`src/rtl/seq_mul_sched.sv`:
```
// seq_mul_sched: round-robin scheduler and control sequencer sharing one
// repeated-addition multiplier datapath among NREQ requesters.
//
// state  | meaning
// -------+----------------------------------------------------------
// IDLE   | no operation; arbitrate pending requests
// LOAD   | grant winner; load A/B from its operands, clear product
// CHECK  | test datapath B==0; capture product when finished
// ACC    | product += A and B -= 1 in the same cycle
// DONE   | one-cycle done pulse to winner; advance priority pointer
module seq_mul_sched #(
  parameter int W    = 4,
  parameter int NREQ = 4
) (
  input  logic                clk,
  input  logic                rst,
  input  logic [NREQ-1:0]     req,
  input  logic [NREQ*W-1:0]   a_in,
  input  logic [NREQ*W-1:0]   b_in,
  output logic [NREQ-1:0]     gnt,
  output logic [NREQ-1:0]     done,
  output logic [2*W-1:0]      result,
  output logic                busy,
  output logic [W-1:0]        dp_a,
  output logic [W-1:0]        dp_b,
  output logic                loadA,
  output logic                loadB,
  output logic                decB,
  output logic                loadP,
  output logic                clear,
  input  logic                zero,
  input  logic [2*W-1:0]      dp_product
);

  localparam int IW = (NREQ > 1) ? $clog2(NREQ) : 1;

  localparam logic [2:0] S_IDLE  = 3'd0;
  localparam logic [2:0] S_LOAD  = 3'd1;
  localparam logic [2:0] S_CHECK = 3'd2;
  localparam logic [2:0] S_ACC   = 3'd3;
  localparam logic [2:0] S_DONE  = 3'd4;

  logic [2:0]      state_q, state_d;
  logic [IW-1:0]   ptr_q, ptr_d;
  logic [IW-1:0]   idx_q, idx_d;
  logic [2*W-1:0]  result_q, result_d;

  logic            found;
  logic [IW-1:0]   win;
  logic [IW-1:0]   cand;
  logic [NREQ-1:0] idx_oh;

  // Rotating-priority search: first set request at or after the pointer.
  always_comb begin
    int j;
    found = 1'b0;
    win   = ptr_q;
    cand  = '0;
    j     = 0;
    for (int k = 0; k < NREQ; k++) begin
      j = int'(ptr_q) + k;
      if (j >= NREQ) j = j - NREQ;
      cand = IW'(j);
      if (!found && req[cand]) begin
        found = 1'b1;
        win   = cand;
      end
    end
  end

  // Next-state logic: sequencing, index latch, result capture, pointer advance.
  always_comb begin
    state_d  = state_q;
    ptr_d    = ptr_q;
    idx_d    = idx_q;
    result_d = result_q;
    case (state_q)
      S_IDLE: begin
        if (found) begin
          idx_d   = win;
          state_d = S_LOAD;
        end
      end
      S_LOAD:  state_d = S_CHECK;
      S_CHECK: begin
        if (zero) begin
          result_d = dp_product;
          state_d  = S_DONE;
        end else begin
          state_d  = S_ACC;
        end
      end
      S_ACC:   state_d = S_CHECK;
      S_DONE: begin
        ptr_d   = (idx_q == IW'(NREQ - 1)) ? '0 : idx_q + IW'(1);
        state_d = S_IDLE;
      end
      default: state_d = S_IDLE;
    endcase
  end

  // State registers with synchronous reset; reset aborts any operation in flight.
  always_ff @(posedge clk) begin
    if (rst) begin
      state_q  <= S_IDLE;
      ptr_q    <= '0;
      idx_q    <= '0;
      result_q <= '0;
    end else begin
      state_q  <= state_d;
      ptr_q    <= ptr_d;
      idx_q    <= idx_d;
      result_q <= result_d;
    end
  end

  // One-hot form of the latched requester index.
  always_comb begin
    idx_oh        = '0;
    idx_oh[idx_q] = 1'b1;
  end

  // Moore decode; datapath strobes are held off while reset is asserted so the
  // shared datapath is not disturbed, and the product is cleared instead.
  assign busy   = (state_q != S_IDLE);
  assign gnt    = busy ? idx_oh : '0;
  assign done   = (state_q == S_DONE) ? idx_oh : '0;
  assign result = result_q;
  assign loadA  = !rst && (state_q == S_LOAD);
  assign loadB  = !rst && (state_q == S_LOAD);
  assign decB   = !rst && (state_q == S_ACC);
  assign loadP  = !rst && (state_q == S_ACC);
  assign clear  = rst  || (state_q == S_LOAD);

  // Operands follow the latched index every cycle; only LOAD consumes them.
  assign dp_a = a_in[idx_q*W +: W];
  assign dp_b = b_in[idx_q*W +: W];

endmodule

```
`config.mk`:
```
export PLATFORM = sky130hd
export DESIGN_NAME = seq_mul_sched
export DESIGN_NICKNAME = d
export VERILOG_FILES = /design/src/rtl/seq_mul_sched.sv
export SDC_FILE = /design/constraint.sdc
export NUM_CORES = 1
export LEC_CHECK = 0
export ABC_AREA = 1
export BUFFER_PORTS_ARGS = -buffer_cell sky130_fd_sc_hd__buf_2
export CAP_MARGIN = 20
export CORE_ASPECT_RATIO = 0.6
export CORE_MARGIN = 2
export CORE_UTILIZATION = 38
export CTS_CLUSTER_DIAMETER = 30
export CTS_CLUSTER_SIZE = 10
export DETAILED_ROUTE_END_ITERATION = 10
export PLACE_DENSITY_LB_ADDON = 0.15
export SYNTH_ARGS = -nofsm -noshare
export SYNTH_HDL_FRONTEND = slang
export SYNTH_SLANG_ARGS = --single-unit
```
`constraint.sdc`:
```
create_clock -name clk -period 1.4 [get_ports clk]
set_input_delay 0.07 -clock clk [delete_from_list [all_inputs] [get_ports clk]]
set_output_delay 0.07 -clock clk [all_outputs]
set_load 0.02 [all_outputs]
```
* After elaboration in Yosys (flattened, before gate mapping)
Cells that the tools add are included.
** Storage, ports and cells
- Register bits after elaboration :: 15
- Logic and storage cells :: 74
** Cells by class
- Add/subtract/negate cells :: 8
- $lt $le $gt $ge :: 10
- Equality and inequality tests :: 6
- Shifts and indexed selects :: 2
- Multiplexer cells :: 28
- Reductions and logical operators :: 16
** Operator list (number)
- 16-bit by 5-bit indexed part select with 4-bit output :: 2
- 2-bit 2-to-1 mux :: 9
- 2-bit by 3-bit less-than comparator with 1-bit output, second input constant :: 5
- 3-bit greater-or-equal comparator, second input constant :: 3
- 1-bit 2-to-1 mux :: 9
- 3-bit one-hot mux with 3 select lines :: 1
- 1-bit binary-select mux with 2-bit select :: 4
- 4-bit 2-to-1 mux :: 2
- 2-bit by 1-bit subtractor with 2-bit output, second input constant :: 4
- 2-bit by 2-bit adder with 3-bit output, second input constant :: 2
- 3-bit by 2-bit equality test with 1-bit output, second input constant :: 2
- 1-bit logical AND :: 6
- 3-bit 2-to-1 mux :: 2
- 1-bit logical NOT :: 4
- 2-bit AND reduction :: 2
- 2-bit by 1-bit adder with 3-bit output, second input constant :: 1
- 3-bit by 1-bit equality test with 1-bit output, second input constant :: 1
- 3-bit equality test, second input constant :: 1
- 2-bit by 3-bit greater-or-equal comparator with 1-bit output, second input constant :: 1
- 3-bit logical NOT :: 1
- 3-bit nonzero test :: 1
- 2-bit by 1-bit adder with 2-bit output, second input constant :: 1
- 1-bit demux with 2-bit select :: 1
- 2-bit equality test, second input constant :: 1
- other kinds (4) :: 4

* Longest topological paths before layout
Gate-level depths: netlist of run 1.
- Depth in word-level cells :: 16
- Depth in mapped cells :: 15
- Depth with buffers taken out :: 14

* Least setup slack after synthesis of run 1
No wires, ideal clock.
- Path kind :: reg2out
- Start point :: register idx_q[0]
- End point :: output port done[0]
- Arrival :: 1.448 ns
- Data required time :: 1.330 ns
- Path slack :: -0.118 ns
- Cell stages (with the launch flop) :: 7
- Path buffers :: 2
- Path through :: dfxtp_1 clkbuf_1 inv_1 clkbuf_1 ha_1 inv_1 nor2_1
** Between the ends
- Cells in the longest elaborated chain, start to end :: 5
- Elaborated cells on any way between the ends :: 6
- Those cells by class :: order compare: 2; mux: 3; reduce/logical: 1
** Ends and longest elaborated chain
- from (decl) :: RTL line 45 : logic [IW-1:0] idx_q, idx_d;
- from (signal assigned) :: RTL line 112 : idx_q <= idx_d;
- 2-bit by 3-bit less-than comparator with 1-bit output (implied by the code) / 2-bit by 1-bit greater-or-equal comparator with 1-bit output (equally long branches) :: RTL line 120 : idx_oh[idx_q] = 1'b1;
- 1-bit logical AND (implied by the code) :: RTL line 120
- 1-bit 2-to-1 mux (implied by the code) :: RTL line 120
- 1-bit demux with 2-bit select (*) :: RTL line 120
- 4-bit 2-to-1 mux (*) :: RTL line 127 : assign done = (state_q == S_DONE) ? idx_oh : '0;
- to (decl) :: RTL line 21 : output logic [NREQ-1:0] done,
Every way passes the cells marked *; elsewhere a longest branch is shown, timed or not.

* Worst setup path after layout of run 1
- Start point :: register ptr_q[0]
- End point :: register idx_q[0]
** Between the ends
- Cells in the longest elaborated chain, start to end :: 15
- Elaborated cells on any way between the ends :: 38
- Those cells by class :: add/sub: 7; order compare: 4; mux: 20; reduce/logical: 7
** Ends and longest elaborated chain
- from (decl) :: RTL line 44 : logic [IW-1:0] ptr_q, ptr_d;
- from (signal assigned) :: RTL line 111 : ptr_q <= ptr_d;
- branches (longest 15 deep; another with 2-bit by 1-bit adder with 3-bit output)
Several ways; the timed one is not identified. The select of a mux whose other input is x is not followed.
A chain may end at the register's enable or synchronous reset.

==> summary.txt, run 1 <==
Route
  • Via count: between 1000 and 1500
  • Routed length per instance: roughly 11 um
  • Detail Route Antenna Nets: 0
  • Vias per cell: roughly 4.7
  • DR iter-0 viols: ~60
  • Final wirelength: 3480 um
  • Drc violations: 0
  • DR pass1 iterations: 7

Flow run
  • Max-Cap Viols: 0

Logic synthesis
  • Ys async rst share: 0
  • Sequential area share after synthesis: 0.258
  • Synthesized flop and latch total: 15
  • Synth area leader: dfxtp_1
  • Post-synthesis mux area share: 0
  • Syn_area_per_cell: around 6.3 um2
  • Adder-cell share of the synthesized area: 0.0429
  • Distinct cell type count after synthesis: 26
  • Syn Inst Count: about 190
  • Simple logic cell fraction of the synthesized area: 0.332
  • Yosys top cell area share: 0.258
  • Synth warnings: 0
  • XOR/XNOR share of the synthesized area: 0
  • Post-Syn Area: 0.00117 mm2
  • Syn Nets: 237
  • Largest family of logic cells by synthesized area: simple AND/OR/NAND/NOR gates
  • Synth Area in Compound Gates: 0.240
  • Post-synth EDFFs: 0
  • Top post-synthesis cells by area: dfxtp_1 (26%), o21ai_0 (11%), nor2_1 (9.3%)
  • Main flop type after synthesis: dfxtp_1

Finish
  • Commonest non-fill, non-tap cell in the layout: buf_2
  • Diode count: 0
  • Nets: approximately 330
  • Most frequent cells in the layout: buf_2 (74), nor2_1 (29), o21ai_0 (24)
  • Area Overhead vs Synth: 58.2%
  • Layout cells sized above 1: 0.485

Floorplanning
  • Die height: 46.9 um
  • Core Box Area: 0.00289 mm2
  • Rows: 15
  • IO Count: 77
  • Die Span X: about 76 um
  • Die area: approximately 0.0035 mm2
  • Initial core utilization: 0.403

Worst hold path
  • Class of the worst hold path: in -> reg
  • Hold Path Origin: rst

Timing
  • Slew margin rel.: 0.775
  • Max-slew violation count: 0
  • FMAX: between 600 and 700 MHz
  • Final worst-path cycle share: 1.03
  • Final worst path period need: 1440 ps
  • Clk_skew: around 3.6 ps
  • Worst slew pin tran: 336 ps
  • # setup viols final: 2
  • Final WS setup: -39.3 ps
  • Final Hold Fails: 0
  • RSZ-0062 raised after global routing: true

Global route
  • Remaining global-route overflow: 0
  • Vias in the first global route: ~1300
  • GRT Overall Usage: 0.200
  • Antenna violations before repair: 0
  • First-pass GRT wire length: 5430 um
  • Pin count of the biggest net entering global routing: 19

Clock network
  • Clock Sink Count: 15
  • CTS tree: built
  • Clock slew seen by the registers of the worst setup and hold paths: 60 ps
  • CTS Hold Buffers Added: 0
  • CTS H-tree depth: 1
  • Clk buf depth: 2
  • Worst skew pair latency: 250 ps
  • TritonCTS Buffers: 3
  • Clock Tree Root: clkbuf_8

Setup path
  • CP Launch Point: ptr_q[0]$_SDFFE_PP0P_
  • Startpoint types: flip-flop
  • Worst setup EP type: flip-flop
  • Worst path bufs/invs: 2
  • Most frequent CP cell: nand2_2
  • Arrival time worst endpoint: 1580 ps
  • CP cell instances: buf_6 -> nand2_1 -> nand2_2 -> nand2_2 -> nand2_4 -> nor2_8 -> nand3_4 -> nand2_2 -> inv_2 -> o21ai_1 -> nor2_1
  • Slowest CP cell: dfxtp_4
  • WP data required: about 1500 ps
  • Worst-path fanout max: 7
  • Crit path kind: reg -> reg
  • Crit-path max cell delay: 380 ps
  • Crit-path leading delay family: simple AND/OR/NAND/NOR gates
  • RR Startpoint: ptr_q[0]$_SDFFE_PP0P_

Run status
  • Violations in the final reports: negative setup slack
  • Status: complete, but fails checks

Placement
  • PortBufs: 76
  • DP Wirelength: roughly 2600 um
  • Global placer's final weighted congestion: 0.806
  • Dpl ws: -136 ps

Power
  • Final Power: between 1500 and 2000 uW
  • Max VDD drop: ~470 uV
  • Leak: 0.000947 uW
  • Pwr/cell area: 931 mW/mm2
stage by stage:
step                cell area [um2]  std cells  hold slack [ps]   util  TNS (ps)
finish                         1840        316             92.8  0.638     -49.4
global route                   1840        316             96.9  0.638      -342
CTS                            1770        315             85.7  0.612     -4.34
detailed placement             1650        309              349  0.571      -319
global placement               1650        309              337  0.571      -190
floorplan                      1170        186              139      -         0
worst register-to-register path: cells and delay by family, from the launching register on:
kind,cells,cell delay [ps]
compound gates,1,140
flops,1,380
simple gates,8,650
buf+inv,2,180
Yosys cell counts, types with 2 or more instances:
library cell  number
a21oi_1           14
inv_2              3
nand2_2            6
clkbuf_1           4
o22ai_1            8
nand2_1           26
buf_4              2
nand2_4            3
nor2_1            29
nand3_2            2
ha_1               4
nand3_1            9
nor3_1             2
inv_1             22
dfxtp_1           15
o21ai_2            2
o21ai_0           26
flip-flops by register name (all words and copies together) (netlist names):
signal,count
ptr_q,2
idx_q,2
result,8
state_q,3
per-layer routing:
metal / track usage / wire (um)
met5: 0 / 0
met3: 0.0494 / 154
met2: 0.325 / 1520
met1: 0.277 / 1800
met4: 0.0316 / 5
worst paths after layout:
path                                           endpoint  slack [ps]  depth (start not counted)
worst max-delay path              idx_q[0]$_SDFFE_PP0P_         -40                         11
worst min-delay path            state_q[1]$_SDFFE_PP0P_          90                          2
worst max register to register    idx_q[0]$_SDFFE_PP0P_         -40                         11
worst min register to register   result[6]$_SDFFE_PP0P_         440                          2
timing repair:
item,in CTS,in global routing
setup buffers,2,0
setup endpoints to repair,6,17
pin swaps,10,0
gates cloned,0,1
resized for setup,21,18
endpoints found under the hold margin,0,0
logic make-up after synthesis:
logic type,Yosys count
compound gates,52
simple gates,80
buf+inv,35
flops,15
fa+ha+maj,4
layout make-up:
| class | count | area [um2] |
|---|---|---|
| fill | 285 | 1050 |
| multi-input combinational | 136 | 777 |
| timing repair buffer | 92 | 546 |
| sequential | 15 | 309 |
| inverter | 27 | 114 |
| tap | 42 | 52.6 |
| clock buffer | 3 | 41.3 |
| clock inverter | 1 | 5.00 |
power breakdown:
| group | switching (uW) | internal [uW] |
|---|---|---|
| Combinational | 524 | 357 |
| Sequential | 33.9 | 462 |
| Clock | 145 | 197 |
Note: power is estimated with default switching activity, not from simulation.
==> run 2, diff against run 1 <==
--- a/config.mk
+++ b/config.mk
@@ -10,7 +10,7 @@
 export CAP_MARGIN = 20
 export CORE_ASPECT_RATIO = 0.6
 export CORE_MARGIN = 2
-export CORE_UTILIZATION = 38
+export CORE_UTILIZATION = 45
 export CTS_CLUSTER_DIAMETER = 30
 export CTS_CLUSTER_SIZE = 10
 export DETAILED_ROUTE_END_ITERATION = 10
==> constraint.sdc (replaced) <==
create_clock -name clk -period 1.75 [get_ports clk]
set_input_delay 0.0875 -clock clk [delete_from_list [all_inputs] [get_ports clk]]
set_output_delay 0.0875 -clock clk [all_outputs]
set_load 0.02 [all_outputs]
==> summary.txt, run 2 (synthesis results as in run 1) <==
Worst hold path
  • Hold Crit Depth: 2
  • Hold Path Origin: rst
  • Class of the worst hold path: in -> reg

Setup path
  • Startpoint types: flip-flop
  • Crit path kind: reg -> out
  • RR Startpoint: ptr_q[1]$_SDFFE_PP0P_
  • Worst setup EP type: output pin
  • CP Launch Point: idx_q[1]$_SDFFE_PP0P_
  • Crit-path max cell delay: roughly 330 ps
  • Worst-path fanout max: 11
  • Worst Reg-to-Reg Cells: 11
  • Slowest CP cell: dfxtp_1
  • Arrival time worst endpoint: 1420 ps
  • CP cell instances: clkinv_1 -> ha_1 -> inv_1 -> nor2_1 -> buf_2
  • WP data required: 1660 ps

Placement
  • Global placer's final weighted congestion: 0.855
  • DP Wirelength: roughly 2400 um
  • PortBufs: 76
  • Inst Count DP: 290
  • Dpl ws: 174 ps

Power
  • Pwr/cell area: around 790 mW/mm2
  • Sequential power share: 0.305
  • Comb power frac: 0.475
  • Leak: 0.000857 uW
  • Psw: 523 uW
  • Max VDD drop: roughly 600 uV
  • Internal power: 751 uW
  • Clock power share: 0.220
  • Final Power: 1270 uW
  • Sw frac: 0.411

Finish
  • Diode count: 0
  • Layout Cells excl Fill: 294
  • Most frequent cells in the layout: buf_2 (76), nor2_1 (29), o21ai_0 (26), nand2_1 (26), inv_1 (22)
  • Area Overhead vs Synth: 38.7%
  • Max reg flops: 8
  • Layout cells sized above 1: 0.389
  • Commonest non-fill, non-tap cell in the layout: buf_2
  • Nets: 314

Timing
  • Worst slew pin tran: between 300 and 400 ps
  • Final worst path period need: 1510 ps
  • FMAX: ~660 MHz
  • Clk_skew: around 2.3 ps
  • Slew margin rel.: 0.784
  • Hold slack final: around 90 ps
  • Setup total negative slack: 0 ps
  • Final Hold Fails: 0
  • Final WS setup: 241 ps
  • Max-slew violation count: 0
  • Final worst-path cycle share: 0.862
  • RSZ-0062 raised after global routing: false
  • # setup viols final: 0

Floorplanning
  • Die height: 43.4 um
  • Core Box Area: 0.00249 mm2
  • IO Count: 77
  • Die Span X: around 70 um
  • Initial core utilization: 0.469
  • Rows: 14
  • Die area: 0.00303 mm2

Route
  • Via count: 1418
  • Vias per cell: 4.82
  • Routed length per instance: 10.6 um
  • Drc violations: 0
  • Detail Route Antenna Nets: 0
  • DR iter-0 viols: 70
  • Final wirelength: 3110 um
  • DR pass1 iterations: 4

Clock network
  • TritonCTS Buffers: 3
  • Clock slew seen by the registers of the worst setup and hold paths: 60 ps
  • Clk buf depth: 2
  • Clock Tree Root: clkbuf_8
  • CTS H-tree depth: 1
  • Clock Sink Count: 15
  • Worst skew pair latency: 250 ps
  • CTS tree: built

Global route
  • First-pass GRT wire length: between 5000 and 6000 um
  • Vias in the first global route: 1177
  • Remaining global-route overflow: 0
  • GRT Overall Usage: 0.214
  • Pin count of the biggest net entering global routing: 20
  • Antenna violations before repair: 0

Flow run
  • Max-Cap Viols: 0

Run status
  • Status: finished clean
==> run 2: changes by cell type in the layout (fill, tap and decap cells not counted), moves of 3 or more <==
| cell | before | now |
|---|---|---|
| nand2_1 | 19 | 26 |
| buf_4 | 13 | 4 |
| inv_2 | 6 | 3 |
| inv_1 | 17 | 22 |
| nand2_2 | 12 | 6 |
==> run 2: what timing repair did <==
action                                 CTS  global route
gates resized for setup                  0             1
setup buffers                            0             0
setup endpoints to repair                0             1
hold buffers                             0             0
endpoints found under the hold margin    0             0
==> run 2: cell type report <==
type / instances / area [um2]
fill: 247 / 870
multi-input combinational: 136 / 717
timing repair buffer: 80 / 410
sequential: 15 / 302
inverter: 27 / 104
clock buffer: 4 / 45.0
tap: 32 / 40.0
==> run 2: per-layer routing <==
metal,global-route usage,up-vias,share of wire
li1,-,757,-
met4,0.0346,0,0.0045
met1,0.318,596,0.52
met3,0.0558,2,0.083
met5,0,-,0
met2,0.319,63,0.39
==> run 2: path summary, 6_finish.rpt <==
path	endpoint	slack [ps]
worst max-delay path	done[0]	240
worst min-delay path	state_q[1]$_SDFFE_PP0P_	90
worst max register to register	idx_q[0]$_SDFFE_PP0P_	280
worst min register to register	result[7]$_SDFFE_PP0P_	440
==> run 2: per-stage QoR <==
step           utilization  cell area [um2]
3_3_place_gp         0.632             1570
4_1_cts              0.650             1620
5_1_grt              0.650             1620
3_5_place_dp         0.632             1570
2_1_floorplan            -             1170
6_report             0.650             1620
==> run 2: power groups by stage <==
stage | logic [uW] | clock network (uW) | registers, uW
floorplan | 389 | 0 | 413
global placement | 602 | 0 | 395
detailed placement | 604 | 0 | 396
CTS | 607 | 288 | 388
global route | 684 | 300 | 392
finish | 606 | 280 | 389
==> run 2: worst max-delay path: cells and delay by family, from the launching register on <==
kind                     cells  cell delay, ps
AND/OR/NAND/NOR              1              50
buffers and inverters        3             500
flip-flops                   1             330
adder cells (fa/ha/maj)      1             300
